File: config.mk
export PLATFORM = sky130hd
export DESIGN_NAME = alu_arbiter_flat
export DESIGN_NICKNAME = d
export VERILOG_FILES = /design/src/rtl/alu_arbiter_pkg.sv /design/src/rtl/alu_arbiter_if.sv /design/src/rtl/alu_resp_slot.sv /design/src/rtl/alu_arbiter.sv /design/src/flat_wrapper.sv
export SDC_FILE = /design/constraint.sdc
export NUM_CORES = 1
export LEC_CHECK = 0
export BUFFER_PORTS_ARGS = -buffer_cell sky130_fd_sc_hd__buf_2
export CAP_MARGIN = 40
export CORE_AREA = 2 2 121 123
export DETAILED_ROUTE_END_ITERATION = 8
export DIE_AREA = 0 0 123 125
export GPL_TIMING_DRIVEN = 0
export PLACE_DENSITY_LB_ADDON = 0.05
export SLEW_MARGIN = 0
export SYNTH_ARGS = -nofsm -noshare
export SYNTH_HDL_FRONTEND = slang
export SYNTH_SLANG_ARGS = --single-unit
export TNS_END_PERCENT = 100
File: constraint.sdc
create_clock -name clk_i -period 2.6 [get_ports clk_i]
set_clock_uncertainty 0.2 [all_clocks]
set_input_delay 0.26 -clock clk_i [delete_from_list [all_inputs] [get_ports clk_i]]
set_output_delay 0.26 -clock clk_i [all_outputs]
set_load 0.03 [all_outputs]
File: src/rtl/alu_arbiter_pkg.sv
// Shared constants for the ALU arbiter: ALU opcode encodings, requester count
// and the round-robin pointer type.
package alu_arbiter_pkg;

    localparam int ARB_NREQ = 2;

    localparam logic [3:0] ALU_ADD  = 4'd0;
    localparam logic [3:0] ALU_SUB  = 4'd1;
    localparam logic [3:0] ALU_AND  = 4'd2;
    localparam logic [3:0] ALU_OR   = 4'd3;
    localparam logic [3:0] ALU_XOR  = 4'd4;
    localparam logic [3:0] ALU_SLL  = 4'd5;
    localparam logic [3:0] ALU_SRL  = 4'd6;
    localparam logic [3:0] ALU_SRA  = 4'd7;
    localparam logic [3:0] ALU_EQ   = 4'd8;
    localparam logic [3:0] ALU_NE   = 4'd9;
    localparam logic [3:0] ALU_LT   = 4'd10;
    localparam logic [3:0] ALU_LTU  = 4'd11;
    localparam logic [3:0] ALU_GE   = 4'd12;
    localparam logic [3:0] ALU_GEU  = 4'd13;
    localparam logic [3:0] ALU_JALR = 4'd14;

    typedef enum logic {
        PORT0 = 1'b0,
        PORT1 = 1'b1
    } port_e;

endpackage

File: src/rtl/alu_arbiter_if.sv
// Request/response handshake bundle for both requesters of the ALU arbiter.
// The requesters drive through master, the arbiter sits on slave.
interface alu_arbiter_if #(
    parameter int XLEN = 32,
    parameter int OPW  = 4
);
    logic            req0_valid_i;
    logic            req0_ready_o;
    logic [XLEN-1:0] req0_a_i;
    logic [XLEN-1:0] req0_b_i;
    logic [OPW-1:0]  req0_op_i;
    logic            resp0_valid_o;
    logic            resp0_ready_i;
    logic [XLEN-1:0] resp0_result_o;

    logic            req1_valid_i;
    logic            req1_ready_o;
    logic [XLEN-1:0] req1_a_i;
    logic [XLEN-1:0] req1_b_i;
    logic [OPW-1:0]  req1_op_i;
    logic            resp1_valid_o;
    logic            resp1_ready_i;
    logic [XLEN-1:0] resp1_result_o;

    modport master (
        output req0_valid_i, req0_a_i, req0_b_i, req0_op_i, resp0_ready_i,
        output req1_valid_i, req1_a_i, req1_b_i, req1_op_i, resp1_ready_i,
        input  req0_ready_o, resp0_valid_o, resp0_result_o,
        input  req1_ready_o, resp1_valid_o, resp1_result_o
    );

    modport slave (
        input  req0_valid_i, req0_a_i, req0_b_i, req0_op_i, resp0_ready_i,
        input  req1_valid_i, req1_a_i, req1_b_i, req1_op_i, resp1_ready_i,
        output req0_ready_o, resp0_valid_o, resp0_result_o,
        output req1_ready_o, resp1_valid_o, resp1_result_o
    );
endinterface

File: src/rtl/alu_resp_slot.sv
// Single-entry response register: captures an ALU result on load and holds it
// until the consumer takes it.
module alu_resp_slot #(
    parameter int XLEN = 32
) (
    input  logic            clk_i,
    input  logic            rst_i,
    input  logic            load_i,
    input  logic [XLEN-1:0] data_i,
    input  logic            ready_i,
    output logic            valid_o,
    output logic [XLEN-1:0] result_o
);

    // NOTE: result is reset too because it is a visible output with a defined
    // reset value; pure datapath storage nobody observes could skip reset.
    always_ff @(posedge clk_i) begin
        if (rst_i) begin
            valid_o  <= 1'b0;
            result_o <= '0;
        end else if (load_i) begin
            valid_o  <= 1'b1;
            result_o <= data_i;
        end else if (ready_i) begin
            valid_o  <= 1'b0;
        end
    end

endmodule

File: src/rtl/alu_arbiter.sv
// Round-robin arbiter sharing one combinational ALU between the execute stage
// (port 0) and the branch/jump unit (port 1); one issue per cycle.
module alu_arbiter
    import alu_arbiter_pkg::*;
#(
    parameter int XLEN = 32,
    parameter int OPW  = 4
) (
    input  logic            clk_i,
    input  logic            rst_i,
    alu_arbiter_if.slave    bus,
    output logic [XLEN-1:0] alu_a_o,
    output logic [XLEN-1:0] alu_b_o,
    output logic [OPW-1:0]  alu_op_o,
    input  logic [XLEN-1:0] alu_result_i
);

    port_e rr_ptr;
    logic  elig0, elig1;
    logic  grant0, grant1;

    // A full slot that drains this cycle is free; nothing issues during reset.
    assign elig0 = !rst_i && bus.req0_valid_i && (!bus.resp0_valid_o || bus.resp0_ready_i);
    assign elig1 = !rst_i && bus.req1_valid_i && (!bus.resp1_valid_o || bus.resp1_ready_i);

    assign grant0 = elig0 && (!elig1 || rr_ptr == PORT0);
    assign grant1 = elig1 && (!elig0 || rr_ptr == PORT1);

    assign bus.req0_ready_o = grant0;
    assign bus.req1_ready_o = grant1;

    // NOTE: every output gets a default before the if-chain, so no path leaves
    // a value unassigned and no latch is inferred.
    always_comb begin
        alu_a_o  = '0;
        alu_b_o  = '0;
        alu_op_o = OPW'(ALU_ADD);
        if (grant0) begin
            alu_a_o  = bus.req0_a_i;
            alu_b_o  = bus.req0_b_i;
            alu_op_o = bus.req0_op_i;
        end else if (grant1) begin
            alu_a_o  = bus.req1_a_i;
            alu_b_o  = bus.req1_b_i;
            alu_op_o = bus.req1_op_i;
        end
    end

    // NOTE: non-blocking assignments keep every flop sampling pre-edge values.
    always_ff @(posedge clk_i) begin
        if (rst_i) begin
            rr_ptr <= PORT0;
        end else if (grant0) begin
            rr_ptr <= PORT1;
        end else if (grant1) begin
            rr_ptr <= PORT0;
        end
    end

    alu_resp_slot #(.XLEN(XLEN)) u_slot0 (
        .clk_i    (clk_i),
        .rst_i    (rst_i),
        .load_i   (grant0),
        .data_i   (alu_result_i),
        .ready_i  (bus.resp0_ready_i),
        .valid_o  (bus.resp0_valid_o),
        .result_o (bus.resp0_result_o)
    );

    alu_resp_slot #(.XLEN(XLEN)) u_slot1 (
        .clk_i    (clk_i),
        .rst_i    (rst_i),
        .load_i   (grant1),
        .data_i   (alu_result_i),
        .ready_i  (bus.resp1_ready_i),
        .valid_o  (bus.resp1_valid_o),
        .result_o (bus.resp1_result_o)
    );

endmodule

File: src/flat_wrapper.sv
// flat-port wrapper written by rule: the top's interface ports become plain ports
module alu_arbiter_flat import alu_arbiter_pkg::*;
#(
    parameter int XLEN = 32,
    parameter int OPW  = 4
)
  (clk_i, rst_i, alu_a_o, alu_b_o, alu_op_o, alu_result_i, bus_req0_valid_i, bus_req0_a_i, bus_req0_b_i, bus_req0_op_i, bus_resp0_ready_i, bus_req1_valid_i, bus_req1_a_i, bus_req1_b_i, bus_req1_op_i, bus_resp1_ready_i, bus_req0_ready_o, bus_resp0_valid_o, bus_resp0_result_o, bus_req1_ready_o, bus_resp1_valid_o, bus_resp1_result_o);
  alu_arbiter_if #(.XLEN(XLEN), .OPW(OPW)) bus_i ();
  input  logic clk_i;
  input  logic rst_i;
  output logic [XLEN-1:0] alu_a_o;
  output logic [XLEN-1:0] alu_b_o;
  output logic [OPW-1:0] alu_op_o;
  input  logic [XLEN-1:0] alu_result_i;
  input wire logic [$bits(bus_i.req0_valid_i)-1:0] bus_req0_valid_i;
  input wire logic [$bits(bus_i.req0_a_i)-1:0] bus_req0_a_i;
  input wire logic [$bits(bus_i.req0_b_i)-1:0] bus_req0_b_i;
  input wire logic [$bits(bus_i.req0_op_i)-1:0] bus_req0_op_i;
  input wire logic [$bits(bus_i.resp0_ready_i)-1:0] bus_resp0_ready_i;
  input wire logic [$bits(bus_i.req1_valid_i)-1:0] bus_req1_valid_i;
  input wire logic [$bits(bus_i.req1_a_i)-1:0] bus_req1_a_i;
  input wire logic [$bits(bus_i.req1_b_i)-1:0] bus_req1_b_i;
  input wire logic [$bits(bus_i.req1_op_i)-1:0] bus_req1_op_i;
  input wire logic [$bits(bus_i.resp1_ready_i)-1:0] bus_resp1_ready_i;
  output wire logic [$bits(bus_i.req0_ready_o)-1:0] bus_req0_ready_o;
  output wire logic [$bits(bus_i.resp0_valid_o)-1:0] bus_resp0_valid_o;
  output wire logic [$bits(bus_i.resp0_result_o)-1:0] bus_resp0_result_o;
  output wire logic [$bits(bus_i.req1_ready_o)-1:0] bus_req1_ready_o;
  output wire logic [$bits(bus_i.resp1_valid_o)-1:0] bus_resp1_valid_o;
  output wire logic [$bits(bus_i.resp1_result_o)-1:0] bus_resp1_result_o;
  assign bus_i.req0_valid_i = bus_req0_valid_i;
  assign bus_i.req0_a_i = bus_req0_a_i;
  assign bus_i.req0_b_i = bus_req0_b_i;
  assign bus_i.req0_op_i = bus_req0_op_i;
  assign bus_i.resp0_ready_i = bus_resp0_ready_i;
  assign bus_i.req1_valid_i = bus_req1_valid_i;
  assign bus_i.req1_a_i = bus_req1_a_i;
  assign bus_i.req1_b_i = bus_req1_b_i;
  assign bus_i.req1_op_i = bus_req1_op_i;
  assign bus_i.resp1_ready_i = bus_resp1_ready_i;
  assign bus_req0_ready_o = bus_i.req0_ready_o;
  assign bus_resp0_valid_o = bus_i.resp0_valid_o;
  assign bus_resp0_result_o = bus_i.resp0_result_o;
  assign bus_req1_ready_o = bus_i.req1_ready_o;
  assign bus_resp1_valid_o = bus_i.resp1_valid_o;
  assign bus_resp1_result_o = bus_i.resp1_result_o;
  alu_arbiter #(.XLEN(XLEN), .OPW(OPW)) u_core (.clk_i(clk_i), .rst_i(rst_i), .bus(bus_i), .alu_a_o(alu_a_o), .alu_b_o(alu_b_o), .alu_op_o(alu_op_o), .alu_result_i(alu_result_i));
endmodule
Word-level counts from Yosys, hierarchy flattened
Index checks and enable logic that the tools add are counted.
Storage, ports and cells
  flip-flop bits (word level): 67
  latch bits: 0
  RAM bits: 0
  memory bits (read-only): 0
  bits of input ports: 174
  output and inout port bits: 136
  logic and storage cells: 36
  memories kept: 0
Operators by class
  $add $sub $neg: 0
  multiply operators: 0
  divide/modulo/power cells: 0
  order comparisons: 0
  eq/ne operators: 0
  shifts and indexed selects: 0
  muxes and demuxes: 12
  bitwise gates (word level): 1
  reduce and logical (&&, ||, !) cells: 18
Operators with widths (count)
  32-bit two-way mux: 4
  4-bit two-way mux: 2
  1-bit logical AND: 6
  1-bit two-way mux: 6
  2-bit nonzero test: 3
  1-bit logical NOT: 5
  1-bit logical OR: 4
  1-bit NOT: 1

Longest topological paths before layout
Gate-level depths: netlist of run 1.
  depth after elaboration: 8
  gate-level depth with buffers: 6
  mapped depth without buffers: 4

By module
A second synthesis of run 1 with hierarchy kept.
Unflattened totals
  cell total of the unflattened synthesis: 462
  area total of the unflattened synthesis: 4010.1 µm²
By module, submodules not included
  alu_resp_slot: times used 2, cells each 108, area an instance 1204.9 µm², seq. area each 660.6 µm²
  alu_arbiter: times used 1, cells each 246, area an instance 1600.3 µm², seq. area each 20.0 µm²

Worst setup path after synthesis of run 1
Ideal clock, no wire load.
  path kind: register -> output
  from: register u_core.u_slot1.valid_o
  to: output alu_a_o[11]
  arrival time: 1.807 ns
  data required time: 2.140 ns
  slack: 0.333 ns
  stages on the path, launching flop included: 7
  buffers on the path: 2
  cell sequence: dfxtp_1 nand2b_4 a311oi_2 buf_4 buf_6 a22oi_1 nor2_1
On the way
  cells in the longest elaborated chain, start to end: 7
  elaborated cells on any way between the ends: 9
  classes of those cells: mux: 2; reduce/logical: 7
RTL lines
  start, declared: RTL line alu_resp_slot.sv:11  | output logic valid_o,
  start signal, assigned: RTL line alu_resp_slot.sv:19  | valid_o <= 1'b0;
  start signal, assigned: RTL line alu_resp_slot.sv:22  | valid_o <= 1'b1;
  start signal, assigned: RTL line alu_resp_slot.sv:25  | valid_o <= 1'b0;
  1-bit logical NOT (*): RTL line alu_arbiter.sv:24  | assign elig1 = !rst_i && bus.req1_valid_i && (!bus.resp1_valid_o || bus.resp1_ready_i);
  1-bit logical OR (*): RTL line alu_arbiter.sv:24
  1-bit logical AND (*): RTL line alu_arbiter.sv:24
  1-bit logical NOT: RTL line alu_arbiter.sv:26  | assign grant0 = elig0 && (!elig1 || rr_ptr == PORT0);
  1-bit logical OR: RTL line alu_arbiter.sv:26
  1-bit logical AND: RTL line alu_arbiter.sv:26
  32-bit two-way mux (*): RTL line alu_arbiter.sv:38  | if (grant0) begin
  end, declared: RTL line flat_wrapper.sv:11  | output logic [XLEN-1:0] alu_a_o;
Mark *: on every way between the ends. The rest lies on a longest branch, timed or not.

Worst setup path after layout of run 1
  from: register u_core.rr_ptr
  to: output alu_a_o[30]
On the way
  cells in the longest elaborated chain, start to end: 4
  elaborated cells on any way between the ends: 7
  classes of those cells: mux: 2; bitwise: 1; reduce/logical: 4
RTL lines
  start, declared: RTL line alu_arbiter.sv:18  | port_e rr_ptr;
  start signal, assigned: RTL line alu_arbiter.sv:52  | rr_ptr <= PORT0;
  start signal, assigned: RTL line alu_arbiter.sv:54  | rr_ptr <= PORT1;
  start signal, assigned: RTL line alu_arbiter.sv:56  | rr_ptr <= PORT0;
  1-bit logical OR or 1-bit NOT (tied branches): RTL line alu_arbiter.sv:27, alu_arbiter.sv:26
  1-bit logical AND or 1-bit logical OR (tied branches): RTL line alu_arbiter.sv:27, alu_arbiter.sv:26
  32-bit two-way mux or 1-bit logical AND (tied branches): RTL line alu_arbiter.sv:42, alu_arbiter.sv:26
  32-bit two-way mux (*): RTL line alu_arbiter.sv:38
Marked as above.

==> run summary, run 1 <==
outcome = finished clean
die height = 125 um
Worst VDD drop = 0.294 mV
Worst path slowest cell = dfxtp_2
Final Non-Filler Cells = 1004
cells along the critical path = nand2b_1 > o211a_1 > buf_4 > buf_2 > a22oi_1 > nor2_1 > buf_2
Hold EP = u_core.u_slot0.valid_o$_SDFFE_PP0P_
TritonCTS Sinks = 67
post-synth cell types = 22
Post-Syn Area = 3340 um^2
PwrDens = 580 nW/um^2
Tot Pwr = 3.35 mW
wire length of the first global-routing pass = 25.2 mm
Layout area overhead = 73.2%
Slew headroom = 62.5%
WP buf/inv = 3
unrepaired setup endpoints after global routing = false
core box area = 14200 um^2
Ys Warns = 0
number of max-cap violations = 0
Reg clk slew, reported paths = 50 ps
critical path data arrival time = 2010 ps
Worst Hold Class = primary input to register
reg2reg end = u_core.u_slot0.result_o[29]$_SDFFE_PP0P_
via count = 4698
Worst Path Max Fanout = 10
IO buf count = 309
CTS Buf Count = 9
grt ovf = 0
Post-synth EDFFs = 0
Syn Area/Cell = 7.24 um^2
DRT iter0 DRCs = 232
DRC errors left = 0
Max Fclk = 0.406 GHz
R2R depth = 5
post-placement cell count = 954
R2R Setup Slk = 680 ps
Fin. Hold Viols = 0
Total Nets Final = 988
CP max stage delay = 350 ps
Max Slew Vio Count = 0
worst skew pair latency = 330 ps
share of layout cells above drive strength 1 = 43.6%
Async SR Flop Fraction = 0%
CTS tree = done
CP top delay family = buffers and inverters
number of vias per cell = 4.68
Post-Route WL = 16.7 mm
endpoints failing setup = 0
Site Rows = 44
Clk Tree Root Cell = clkbuf_16
CP most frequent cell = buf_2
crit end category = output port
Syn Inst Count = 461
reg-to-reg critical path startpoint = u_core.u_slot0.valid_o$_SDFFE_PP0P_
Yosys reg bits = 67
largest net degree at the start of global routing = 11
wire length per cell = 16.6 um
critical path class = register to output port
Slew @ Worst Pin = 562 ps
DIE AREA = 15400 um^2
Synth Net Count = 635
min-delay src = bus_req0_valid_i
period utilization = 94.8%
vias in the first global route = 4628
crit start category = register
register area share after synthesis = 40.2%
Tmin final = 2470 ps
Req. time, crit path = 2140 ps
ANT nets after route = 0
initial antenna violation count = 3
First-pass DRT Iterations = 4
num ports = 310
Final HPWL DP = 13.3 mm
Hold Path Stages = 3
Placer Congestion = 0.900
final hold slack = 78.3 ps
CTS Buffer Depth = 2
leakage = 2.91 nW
GR Util All Layers = 21.1%
depth of the CTS H-tree = 3
starting density of the core = 23.5%
top_reg_cell synth = dfxtp_1
Die W = 123 um
-- synth_stat cells, types with 2 or more instances --
cell      number  share of area [%]
buf_2         21                3.1
a22oi_1       68                 15
nand2_1       65                7.3
nor2_1        73                8.2
a21oi_1       65                9.7
dfxtp_1       67                 40
o21ai_0       32                4.8
nand3_1       32                4.8
buf_6          2               0.67
clkbuf_1      23                2.6
nand2b_1       2               0.37
-- area by class of cell --
type	instances	area, um^2
diodes	3	7.51
plain buffers	48	231
clock buffers	12	267
clock inverters	2	35.0
fillers	1567	8420
inverters	1	3.75
multi-input cells	345	1790
flip-flops and latches	67	1340
well taps	184	230
repair buffers	342	1880
-- cells in the final DEF (no fill, tap or decap), types with 2 or more instances in the layout --
| master | netlist | final |
|---|---|---|
| a21oi_1 | 65 | 65 |
| o21ai_0 | 32 | 32 |
| clkbuf_16 | 0 | 9 |
| dfxtp_1 | 67 | 66 |
| dlygate4sd3_1 | 0 | 32 |
| nand2_1 | 65 | 65 |
| clkbuf_8 | 0 | 3 |
| diode_2 | 0 | 3 |
| nand2b_1 | 2 | 2 |
| a22oi_1 | 68 | 68 |
| buf_6 | 2 | 2 |
| buf_2 | 21 | 327 |
| nor2_1 | 73 | 72 |
| buf_4 | 1 | 4 |
| nand3_1 | 32 | 32 |
| clkbuf_1 | 23 | 22 |
-- metrics by stage --
| stage | TNS, ps | util [%] | worst slack (ps) | area [um^2] |
|---|---|---|---|---|
| CTS | 0 | 40.6 | 73.4 | 5770 |
| floorplan | 0 | - | 333 | 3340 |
| global route | 0 | 40.7 | 17.2 | 5780 |
| finish | 0 | 40.7 | 134 | 5780 |
| global placement | 0 | 36.0 | 17.7 | 5110 |
| detailed placement | -31.0 | 36.0 | -31.0 | 5110 |
-- worst register-to-register path: stages, from the launching register on --
cell	delay, ps
dfxtp_1	320
nor2b_4	150
nor2_1	380
clkbuf_1	500
nand3_1	140
a21oi_1	160
-- where the power goes --
group,internal [mW],total [mW],switching (mW),leakage (nW)
clock,0.808,1.23,0.418,0.151
combinational,0.360,1.01,0.651,2.21
sequential,1.09,1.12,0.0289,0.548
total,2.26,3.35,1.10,2.91
-- cells by family after synthesis --
| family | synth area share, % |
|---|---|
| flip-flops | 40.2 |
| AND/OR/NAND/NOR | 21.4 |
| buffers and inverters | 6.86 |
| AO/OA/AOI/OAI | 31.6 |
-- worst max-delay path by stage --
| stage | end | startpoint | cells past startpoint |
|---|---|---|---|
| after global routing | alu_b_o[9] | u_core.u_slot0.valid_o$_SDFFE_PP0P_ | 7 |
| after CTS | alu_a_o[13] | u_core.u_slot1.valid_o$_SDFFE_PP0P_ | 7 |
| after floorplan | alu_a_o[11] | u_core.u_slot1.valid_o$_SDFFE_PP0P_ | 6 |
| after global placement | alu_a_o[13] | rst_i | 6 |
| after detailed placement | alu_a_o[13] | rst_i | 6 |
| final | alu_a_o[30] | u_core.rr_ptr$_SDFFE_PP0P_ | 7 |
-- registers in the layout, indices dropped and copies added, names as in the netlist --
| name | flops |
|---|---|
| u_core.rr_ptr | 1 |
| u_core.u_slot0.result_o | 32 |
| u_core.u_slot0.valid_o | 1 |
| u_core.u_slot1.result_o | 32 |
| u_core.u_slot1.valid_o | 1 |
-- metal layers --
metal | track usage [%] | part of all wire [%]
met1 | 24.8 | 39
met2 | 37.2 | 51
met3 | 4.56 | 7.6
met4 | 7.55 | 1.7
met5 | 0 | 0
-- what timing repair did --
action / CTS / global route
hold buffers: 32 / 0
buffers inserted: 1 / 0
resized for setup: 5 / 3
pin swaps: 1 / 0
endpoints found under the hold margin: 50 / 0
endpoints found under the setup margin: 19 / 1
No activity file was read; power rests on OpenSTA's default activity.
==> inputs of run 2 (changes only) <==
--- a/config.mk
+++ b/config.mk
@@ -11,7 +11,7 @@
 export DETAILED_ROUTE_END_ITERATION = 8
 export DIE_AREA = 0 0 123 125
 export GPL_TIMING_DRIVEN = 0
-export PLACE_DENSITY_LB_ADDON = 0.05
+export PLACE_DENSITY = 0.66
 export SLEW_MARGIN = 0
 export SYNTH_ARGS = -nofsm -noshare
 export SYNTH_HDL_FRONTEND = slang
==> run 2 against run 1 <==
  * Fmax down 0.48%
  * Combinational power about the same
  * Non-clock buffer count down 1
  * Clock power about the same
  * Die area unchanged
  * Critical path depth unchanged
  * Global-route usage up 0.84 points
  * Highest routed layer unchanged
==> run summary, run 2 (same netlist as run 1, synthesis figures left out) <==
outcome = finished clean (unchanged)
endpoints failing setup = 0 (unchanged)
ANT nets after route = 0 (unchanged)
Setup TNS = 0 ps (unchanged)
unrepaired setup endpoints after global routing = false (unchanged)
wire length per cell = 17.4 um (was 16.6 um)
CP max stage delay = 400 ps (was 350 ps)
Final Non-Filler Cells = 1003 (was 1004)
critical path class = register to output port (unchanged)
WP buf/inv = 3 (unchanged)
via count = 4860 (was 4698)
Sequential Power Share = 32.7% (was 33.3%)
Site Rows = 44 (unchanged)
Max Fclk = 0.404 GHz (was 0.406 GHz)
sw frac = 33.6% (was 32.8%)
initial antenna violation count = 1 (was 3)
CP most frequent cell = buf_6 (was buf_2)
share of layout cells above drive strength 1 = 43.5% (was 43.6%)
final hold slack = 91.1 ps (was 78.3 ps)
Req. time, crit path = 2140 ps (about the same)
DRC errors left = 0 (unchanged)
NetSw = 1.15 mW (was 1.10 mW)
IO buf count = 309 (unchanged)
R2R depth = 5 (unchanged)
vias in the first global route = 4842 (was 4628)
Die W = 123 um (unchanged)
reg2reg end = u_core.u_slot0.result_o[7]$_SDFFE_PP0P_ (was u_core.u_slot0.result_o[29]$_SDFFE_PP0P_)
DIE AREA = 15400 um^2 (unchanged)
Hold Path Stages = 3 (unchanged)
Layout area overhead = 73.4% (was 73.2%)
Largest regs = u_core.u_slot0.result_o x32, u_core.u_slot1.result_o x32 (unchanged)
Placer Congestion = 0.867 (was 0.900)
wire length of the first global-routing pass = 26.1 mm (was 25.2 mm)
Reg clk slew, reported paths = 60 ps (was 50 ps)
num ports = 310 (unchanged)
leading cell type in the layout, fill and taps excluded = buf_2 (unchanged)
Hold EP = u_core.u_slot0.valid_o$_SDFFE_PP0P_ (unchanged)
number of vias per cell = 4.85 (was 4.68)
CTS Buf Count = 9 (unchanged)
period utilization = 95.3% (was 94.8%)
TritonCTS Sinks = 67 (unchanged)
GR Util All Layers = 21.9% (was 21.1%)
DRT iter0 DRCs = 263 (was 232)
critical path data arrival time = 2020 ps (was 2010 ps)
Worst Hold Class = primary input to register (unchanged)
core box area = 14200 um^2 (unchanged)
cells along the critical path = nor2b_4 > a311oi_4 > buf_6 > buf_6 > a22oi_1 > nor2_1 > buf_2 (was nand2b_1 > o211a_1 > buf_4 > buf_2 > a22oi_1 > nor2_1 > buf_2)
Clk Tree Root Cell = clkbuf_16 (unchanged)
Worst path slowest cell = a311oi_4 (was dfxtp_2)
die height = 125 um (unchanged)
reg-to-reg critical path startpoint = u_core.u_slot0.valid_o$_SDFFE_PP0P_ (unchanged)
Max Slew Vio Count = 0 (unchanged)
Worst VDD drop = 0.253 mV (was 0.294 mV)
Slew headroom = 62.7% (was 62.5%)
Slew @ Worst Pin = 560 ps (was 562 ps)
area occupied by multi-input gates = 1780 um^2 (was 1790 um^2)
crit end category = output port (unchanged)
Critical path origin = u_core.u_slot0.valid_o$_SDFFE_PP0P_ (was u_core.rr_ptr$_SDFFE_PP0P_)
Final HPWL DP = 13.6 mm (was 13.3 mm)
Layout fillers = 1531 (was 1567)
Reg area = 1340 um^2 (unchanged)
largest net degree at the start of global routing = 12 (was 11)
First-pass DRT Iterations = 6 (was 4)
starting density of the core = 23.5% (unchanged)
grt ovf = 0 (unchanged)
worst skew pair latency = 330 ps (about the same)
depth of the CTS H-tree = 3 (unchanged)
Post-Route WL = 17.5 mm (was 16.7 mm)
post-placement cell count = 954 (unchanged)
Total Nets Final = 987 (was 988)
number of max-cap violations = 0 (unchanged)
Clock power frac = 37.0% (was 36.6%)
commonest cells after routing, fill and taps aside = buf_2 (326), nor2_1 (73), a22oi_1 (68), dfxtp_1 (66) (was buf_2 (327), nor2_1 (72), a22oi_1 (68), dfxtp_1 (66))
Fin. Hold Viols = 0 (unchanged)
Tmin final = 2480 ps (was 2470 ps)
PwrDens = 590 nW/um^2 (was 580 nW/um^2)
Worst Path Max Fanout = 10 (unchanged)
P_int = 2.26 mW (about the same)
crit start category = register (unchanged)
CP top delay family = buffers and inverters (unchanged)
CTS tree = done (unchanged)
min-delay src = bus_resp0_ready_i (was bus_req0_valid_i)
Finished Core Util = 40.8% (was 40.7%)
Logic pwr share = 30.3% (was 30.2%)
R2R Setup Slk = 710 ps (was 680 ps)
Tot Pwr = 3.41 mW (was 3.35 mW)
leakage = 2.91 nW (about the same)
CTS Buffer Depth = 2 (unchanged)
## run 2: changes by cell type in the layout (fill, tap and decap cells not counted), sizes merged
cell | previous run | this run
clkinv | 1 | 2
diode | 3 | 1
clkbuf | 36 | 37
clkinvlp | 0 | 1
buf | 334 | 332
## run 2: area by class of cell
cell class                 instances  share of cell area (%)
clock buffer                      12                    4.60
sequential                        67                    23.2
antenna                            1                  0.0432
multi-input combinational        345                    30.8
clock inverter                     4                   0.821
timing repair buffer             341                    32.3
tap                              184                    3.98
inverter                           1                  0.0649
buffer                            48                    4.17
## run 2: repair_timing
action	4_1_cts	5_1_grt
pin swaps	0	2
endpoints found under the hold margin	48	0
hold buffers	32	0
setup buffers	0	0
gates resized for setup	5	5
setup endpoints to repair	31	32
## run 2: power by group through the flow
stage / sequential, mW / clock (mW) / combinational (mW)
after floorplan: 1.25 / 0 / 0.478
after global placement: 1.14 / 0 / 0.983
after detailed placement: 1.14 / 0 / 0.987
after CTS: 1.12 / 1.28 / 1.03
after global routing: 1.12 / 1.33 / 1.12
final: 1.12 / 1.26 / 1.03
## run 2: how the worst max path moves through the flow
stage	cells after the start	end
after detailed placement	6	alu_a_o[24]
after floorplan	6	alu_a_o[11]
after global routing	7	alu_b_o[8]
after global placement	6	alu_a_o[24]
after CTS	7	alu_a_o[18]
final	7	alu_a_o[18]
## run 2: stage by stage
stage / setup WS, ps / area [um^2]
final: 122 / 5790
after global routing: 5.87 / 5790
after CTS: 27.2 / 5770
after detailed placement: -20.4 / 5110
after global placement: 29.3 / 5110
after floorplan: 333 / 3340
## run 2: tightest hold or removal path, delay by kind of cell
family	cells	cell delay, ps
compound gates	1	80
buf+inv	1	110
simple gates	1	120
## run 2: per-layer routing
metal | global-route usage, % | up-vias | wire length [um]
li1 | - | 2332 | -
met3 | 6.71 | 24 | 1590
met5 | 0 | - | 0
met2 | 39.7 | 241 | 8930
met4 | 5.61 | 0 | 305
met1 | 24.6 | 2263 | 6670
